## config.mk

```make
export PLATFORM = sky130hd
export DESIGN_NAME = ysyx_25010008_axi_arbiter
export DESIGN_NICKNAME = d
export VERILOG_FILES = /design/src/rtl/ysyx_25010008_axi_arbiter.sv
export SDC_FILE = /design/constraint.sdc
export NUM_CORES = 1
export LEC_CHECK = 0
export ABC_AREA = 1
export CORE_AREA = 5 5 144 146
export CTS_CLUSTER_SIZE = 8
export DETAILED_ROUTE_END_ITERATION = 8
export DIE_AREA = 0 0 149 151
export PLACE_DENSITY = 0.53
export SYNTH_ARGS = -nofsm -noshare
export SYNTH_HDL_FRONTEND = slang
export SYNTH_SLANG_ARGS = --single-unit
```

## constraint.sdc

```tcl
create_clock -name clock -period 3.2 [get_ports clock]
set_input_delay 0.64 -clock clock [delete_from_list [all_inputs] [get_ports clock]]
set_output_delay 0.64 -clock clock [all_outputs]
set_load 0.01 [all_outputs]
```

## src/rtl/ysyx_25010008_axi_arbiter.sv

```systemverilog
// Two-master (IFU read, LSU read/write) to one-slave AXI4-lite arbiter.
// One transaction at a time, round-robin on simultaneous requests.
module ysyx_25010008_axi_arbiter #(
    parameter int ADDR_W = 32,
    parameter int DATA_W = 32
) (
    input  logic                clock,
    input  logic                reset,

    input  logic                ifu_arvalid,
    input  logic [ADDR_W-1:0]   ifu_araddr,
    input  logic [2:0]          ifu_arsize,
    output logic                ifu_arready,
    output logic                ifu_rvalid,
    output logic [DATA_W-1:0]   ifu_rdata,
    output logic [1:0]          ifu_rresp,
    input  logic                ifu_rready,

    input  logic                lsu_arvalid,
    input  logic [ADDR_W-1:0]   lsu_araddr,
    input  logic [2:0]          lsu_arsize,
    output logic                lsu_arready,
    output logic                lsu_rvalid,
    output logic [DATA_W-1:0]   lsu_rdata,
    output logic [1:0]          lsu_rresp,
    input  logic                lsu_rready,
    input  logic                lsu_awvalid,
    input  logic [ADDR_W-1:0]   lsu_awaddr,
    input  logic [2:0]          lsu_awsize,
    output logic                lsu_awready,
    input  logic                lsu_wvalid,
    input  logic [DATA_W-1:0]   lsu_wdata,
    input  logic [DATA_W/8-1:0] lsu_wstrb,
    output logic                lsu_wready,
    output logic                lsu_bvalid,
    output logic [1:0]          lsu_bresp,
    input  logic                lsu_bready,

    output logic                s_arvalid,
    output logic [ADDR_W-1:0]   s_araddr,
    output logic [2:0]          s_arsize,
    input  logic                s_arready,
    input  logic                s_rvalid,
    input  logic [DATA_W-1:0]   s_rdata,
    input  logic [1:0]          s_rresp,
    output logic                s_rready,
    output logic                s_awvalid,
    output logic [ADDR_W-1:0]   s_awaddr,
    output logic [2:0]          s_awsize,
    input  logic                s_awready,
    output logic                s_wvalid,
    output logic [DATA_W-1:0]   s_wdata,
    output logic [DATA_W/8-1:0] s_wstrb,
    input  logic                s_wready,
    input  logic                s_bvalid,
    input  logic [1:0]          s_bresp,
    output logic                s_bready
);

    localparam logic [1:0] IDLE  = 2'd0;
    localparam logic [1:0] IFU_R = 2'd1;
    localparam logic [1:0] LSU_R = 2'd2;
    localparam logic [1:0] LSU_W = 2'd3;

    logic [1:0] state;
    logic [1:0] state_nxt;
    logic       last;
    logic       last_nxt;
    logic       ifu_req;
    logic       lsu_req;

    always_comb begin
        state_nxt = state;
        last_nxt  = last;
        ifu_req   = ifu_arvalid;
        lsu_req   = lsu_awvalid | lsu_arvalid;
        case (state)
            IDLE: begin
                // LSU wins when alone, or on a tie when IFU was served last
                if (lsu_req && (!ifu_req || !last)) begin
                    state_nxt = lsu_awvalid ? LSU_W : LSU_R;
                    last_nxt  = 1'b1;
                end else if (ifu_req) begin
                    state_nxt = IFU_R;
                    last_nxt  = 1'b0;
                end
            end
            IFU_R, LSU_R: if (s_rvalid && s_rready) state_nxt = IDLE;
            LSU_W:        if (s_bvalid && s_bready) state_nxt = IDLE;
            default:      state_nxt = IDLE;
        endcase
    end

    always_ff @(posedge clock or negedge reset) begin
        if (!reset) begin
            state <= IDLE;
            last  <= 1'b0;
        end else begin
            state <= state_nxt;
            last  <= last_nxt;
        end
    end

    // Data paths are muxed/forwarded unconditionally; only handshakes are gated
    assign s_araddr  = (state == LSU_R) ? lsu_araddr : ifu_araddr;
    assign s_arsize  = (state == LSU_R) ? lsu_arsize : ifu_arsize;
    assign s_awaddr  = lsu_awaddr;
    assign s_awsize  = lsu_awsize;
    assign s_wdata   = lsu_wdata;
    assign s_wstrb   = lsu_wstrb;
    assign ifu_rdata = s_rdata;
    assign ifu_rresp = s_rresp;
    assign lsu_rdata = s_rdata;
    assign lsu_rresp = s_rresp;
    assign lsu_bresp = s_bresp;

    always_comb begin
        s_arvalid   = 1'b0;
        s_rready    = 1'b0;
        s_awvalid   = 1'b0;
        s_wvalid    = 1'b0;
        s_bready    = 1'b0;
        ifu_arready = 1'b0;
        ifu_rvalid  = 1'b0;
        lsu_arready = 1'b0;
        lsu_rvalid  = 1'b0;
        lsu_awready = 1'b0;
        lsu_wready  = 1'b0;
        lsu_bvalid  = 1'b0;
        case (state)
            IFU_R: begin
                s_arvalid   = ifu_arvalid;
                ifu_arready = s_arready;
                ifu_rvalid  = s_rvalid;
                s_rready    = ifu_rready;
            end
            LSU_R: begin
                s_arvalid   = lsu_arvalid;
                lsu_arready = s_arready;
                lsu_rvalid  = s_rvalid;
                s_rready    = lsu_rready;
            end
            LSU_W: begin
                s_awvalid   = lsu_awvalid;
                lsu_awready = s_awready;
                s_wvalid    = lsu_wvalid;
                lsu_wready  = s_wready;
                lsu_bvalid  = s_bvalid;
                s_bready    = lsu_bready;
            end
            default: ;
        endcase
    end

endmodule

```

# After elaboration in Yosys (flattened, before gate mapping)
# Index checks and enable logic that the tools add are counted.
[word_totals]
reg_bits = 3
wordCells = 42
[op_classes]
n_reduce_logical = 11
muxes = 22
n_eq_ne = 6
n_bitwise = 1
[ops]
columns = ["op", "n"]
rows = [
  ["$mux 32", 1],
  ["$mux 1", 13],
  ["$mux 2", 4],
  ["$pmux 2 s3", 1],
  ["$eq 2x2->1 const B", 2],
  ["$ne 2x2->1 const B", 2],
  ["$pmux 1 s2", 2],
  ["$logic_and 1x1->1", 3],
  ["$mux 3", 1],
  ["$ne 3x3->1 const B", 1],
  ["$reduce_and 3->1", 1],
  ["$eq 2x1->1 const B", 1],
  ["$logic_not 1->1", 2],
  ["$logic_not 2->1", 1],
  ["$reduce_and 2->1", 1],
  ["$reduce_bool 2->1", 1],
  ["$reduce_or 2->1", 1],
  ["$logic_or 1x1->1", 1],
  ["$or 1x1->1", 1],
]

# Logic depth before layout (Yosys ltp)
[logic_depth]
ltp_word = 5
depth_mapped = 9
mapped_depth_nobuf = 9

# Least setup slack after synthesis
# OpenSTA, ideal clock, no wires.
[synth_timing]
path_type = "reg-to-output"
startpoint = "register state[0]"
endpoint = "output s_araddr[15]"
slack_ps = 1438
arrival_time_ps = 1122
stages_incl_launch_ff = 7
required_ps = 2560
path_buffers = 2
cell_sequence = "dfrtp_1 -> inv_1 -> ha_1 -> buf_4 -> buf_4 -> nand2_1 -> nand2_1"
[synth_between]
elab_chain_cells = 2
[synth_rtl]
columns = ["element", "line", "rtl"]
rows = [
  ["start: declaration", "65", "logic [1:0] state;"],
  ["start signal: assignment", "99", "state <= state_nxt;"],
  ["$eq 2x2->1", "105", "assign s_araddr = (state == LSU_R) ? lsu_araddr : ifu_araddr;"],
  ["$mux 32", "105", ""],
  ["end: declaration", "40", "output logic [ADDR_W-1:0] s_araddr,"],
]
# No other way between the ends.

# Final worst setup path
[layout_timing]
startpoint = "register state[0]"
endpoint = "output s_araddr[1]"
# The elaborated chain is that of the path after synthesis.

==> results by group <==
Outcome
  – Run status: complete, no violations

Drt
  – Average via count per standard cell: ~2.8
  – Total number of vias: 1610
  – First-pass detailed-route iteration total: 4
  – Count of antenna-violating nets left after detailed routing: 0
  – Average routed wire per standard cell: 13.3 µm
  – Number of DRC violations after detailed routing: 0
  – Initial detailed-routing violation count: 83
  – Routed wire length: between 7 and 8 mm

Worst setup path
  – Critical Path Fanout Max: 23
  – Worst Setup SP: state[0]$_DFFE_PN0P_
  – Arrival time reported for the critical path endpoint: roughly 2.1 ns
  – CP dominant cell by count: nand2_1
  – Critical Path, Cell by Cell: inv_1 > ha_2 > inv_2 > buf_12 > nand2_1 > nand2_1 > clkdlybuf4s50_1
  – Critical Path Source Type: flip-flop
  – Crit path buf inv count: 4
  – CP max stage cell: clkdlybuf4s50_1
  – Highest cell delay on the worst timing path: roughly 0.56 ns
  – Critical path endpoint category: primary output
  – Reg2Reg Launch Point: state[0]$_DFFE_PN0P_
  – Critical Path RT: about 2.6 ns
  – Kind of cell with the highest combined delay on the critical path: buffers and inverters
  – Critical Setup Path Class: flip-flop to primary output

Clock network
  – CTS resizes: 0
  – Clock tree from TritonCTS: built
  – Clock Path Buffers: 2
  – TritonCTS buffer count: 3
  – Number of setup buffers added after CTS: 0
  – CTS Root Cell: clkbuf_16
  – Hold buffers post-CTS: 0
  – Clock-pin slew on the worst setup and hold paths: approximately 0.03 ns
  – Sinks on Clock Net: 3
  – Clock network latency to the later pin of the worst-skew pair: about 0.22 ns
  – Level count of the clock H-tree: 1

STA
  – Worst hold slack after final layout: 0.539 ns
  – Hold Fails Final Rpt: 0
  – RSZ-0062 raised after global routing: no
  – Setup clock skew after layout: approximately 0.0014 ns
  – Count of endpoints failing setup in the final report: 0
  – Transition at the pin with the smallest max-transition slack: between 0.3 and 0.4 ns
  – Shortest clock period the worst path allows after layout: between 2 and 3 ns
  – Max_slew headroom: 0.785
  – Total negative slack: 0 ns
  – Max-slew violation total from the final report: 0
  – Period utilization: 0.852
  – Highest achievable clock rate: roughly 370 MHz

Die
  – X dimension of the die: roughly 150 µm
  – Area of the placeable core: 19300 µm²
  – Initial standard-cell utilization of the core: 0.0953
  – Number of primary I/O pins: 379
  – Die height: around 150 µm
  – Standard-cell row count: 51
  – Die area: between 20000 and 25000 µm²

Global route
  – Vias in the first global route: around 1.7k
  – GR Layer Usage met2: 0.0844
  – Maximum number of pins on one net before global-route repair: 26
  – Global-route usage over all layers: 0.0589
  – Global-route track usage on met3: 0.0404
  – Peak-usage layer in the global routing report: met2
  – Number of antenna violations at the first check in global routing: 0
  – First-pass GRT wire length: ~10 mm
  – GR Util met1: 0.0517
  – Total congestion overflow: 0

Min path
  – Hold path startpoint: state[1]$_DFFE_PN0P_
  – Hold/Removal Path Class: flip-flop to flip-flop

Synthesis
  – Mean instance size in the synthesized netlist: 5.87 µm²
  – Primary flip-flop cell chosen by synthesis mapping: dfrtp_1
  – Synth Warn #: 0
  – Count of cell types in the netlist: 13
  – Post-synthesis sequential area ratio: 0.0409
  – Synthesized net count: approximately 510
  – Most instantiated cells after synthesis: 144 x buf_4, 130 x nand2_1, 16 x inv_1
  – Syn Inst Count: between 300 and 400
  – Flops & latches, synth: 3
  – Mapped cell area: 1840 µm²
  – Library cell occupying the most area in the post-synthesis netlist: buf_4
  – Async set-reset flop share out of synthesis: 1.00
  – Dominant cell by count in the synthesized netlist: buf_4
  – Largest cells by area after synthesis: buf_4 59%, nand2_1 27%, dfrtp_1 4.1%
  – Portion of synthesized cell area occupied by the leading cell type: 0.589
  – Number of synthesized flops with an enable pin: 0

Power and ir drop
  – Total power per unit cell area: about 520 nW/µm²
  – Worst VDD drop: around 0.00026 V
  – Leakage power figure: around 1.1 nW

Placed design
  – Gp weighted congestion: between 0.6 and 0.7
  – Placed instance count: ~560
  – Half-perimeter wire length of the detailed placement result: approximately 6.4 mm
  – Area post-placement: around 2400 µm²
  – Number of buffers added on ports: between 100 and 150

Layout
  – Diode insertion count for antenna repair: 0
  – Layout net count: between 400 and 500
  – Fraction of layout instances using a drive strength above 1: 0.0265
  – Synthesis-to-finish area growth: 35.3%
  – Post-route insts no fill: 567
  – Post-route standard cell area excluding fillers: 2480 µm²

Run
  – Maximum capacitance violations: 0
==> final timing paths <==
kind | endpoint | slack, ns | cells after the start
max in group asynchronous | state[0]$_DFFE_PN0P_ | 2.45 | 1
min | state[1]$_DFFE_PN0P_ | 0.54 | 2
min reg2reg | state[1]$_DFFE_PN0P_ | 0.54 | 2
max | s_araddr[1] | 0.47 | 7
min in group asynchronous | state[1]$_DFFE_PN0P_ | 0.60 | 1
max reg2reg | state[0]$_DFFE_PN0P_ | 1.51 | 10
==> report_power, final <==
group | switching (mW) | total [mW] | internal [mW] | leakage (nW)
logic | 0.500 | 1.02 | 0.518 | 1.04
clock network | 0.0340 | 0.198 | 0.164 | 0.0382
registers | 0.0172 | 0.0741 | 0.0569 | 0.0372
==> through the flow <==
stage / worst slack (ns) / power, mW / utilization
5_1_grt: 0.338 / 1.41 / 0.129
4_1_cts: 0.419 / 1.32 / 0.129
3_5_place_dp: 0.516 / 1.12 / 0.125
3_3_place_gp: 0.486 / 1.11 / 0.125
6_report: 0.473 / 1.29 / 0.129
2_1_floorplan: 1.44 / 0.705 / -
==> cell type report <==
type / instances / area [µm²]
Fill cell: 2266 / 16800
Timing Repair Buffer: 133 / 1340
Inverter: 17 / 63.8
Multi-Input combinational cell: 145 / 599
Tap cell: 265 / 332
Clock buffer: 4 / 78.8
Sequential cell: 3 / 75.1
==> tightest hold or removal path: stages (launching register included) <==
cell	delay [ns]
dfrtp_1	0.38
nand2_1	0.07
nand2_1	0.05
==> sequential cells by signal, summed over array words and instances (netlist names) <==
name	cells
state	2
last	1
==> metal layers <==
metal  vias up  routed length, µm
li1        768                  -
met1       625               2250
met2       142               3170
met3        75               1270
met4         0                841
met5         -                  0
==> layout by cell type (no fill, tap or decap) <==
cell type,count
nand2_1,130
clkdlybuf4s50_1,130
inv_1,16
a21oi_1,4
ha_1,3
clkbuf_16,3
dfrtp_1,3
nand3_1,2
nand4_1,2
buf_4,2
inv_2,1
nor2_1,1
nand3b_1,1
o21ai_0,1
ha_2,1
clkbuf_1,1
buf_12,1
==> cells by family after synthesis <==
kind of cell / Yosys count / synth area share
flops: 3 / 0.0409
simple gates: 136 / 0.284
compound gates: 5 / 0.0136
buf+inv: 165 / 0.634
fa+ha+maj: 4 / 0.0272
Power figures use the tool's default switching activity.
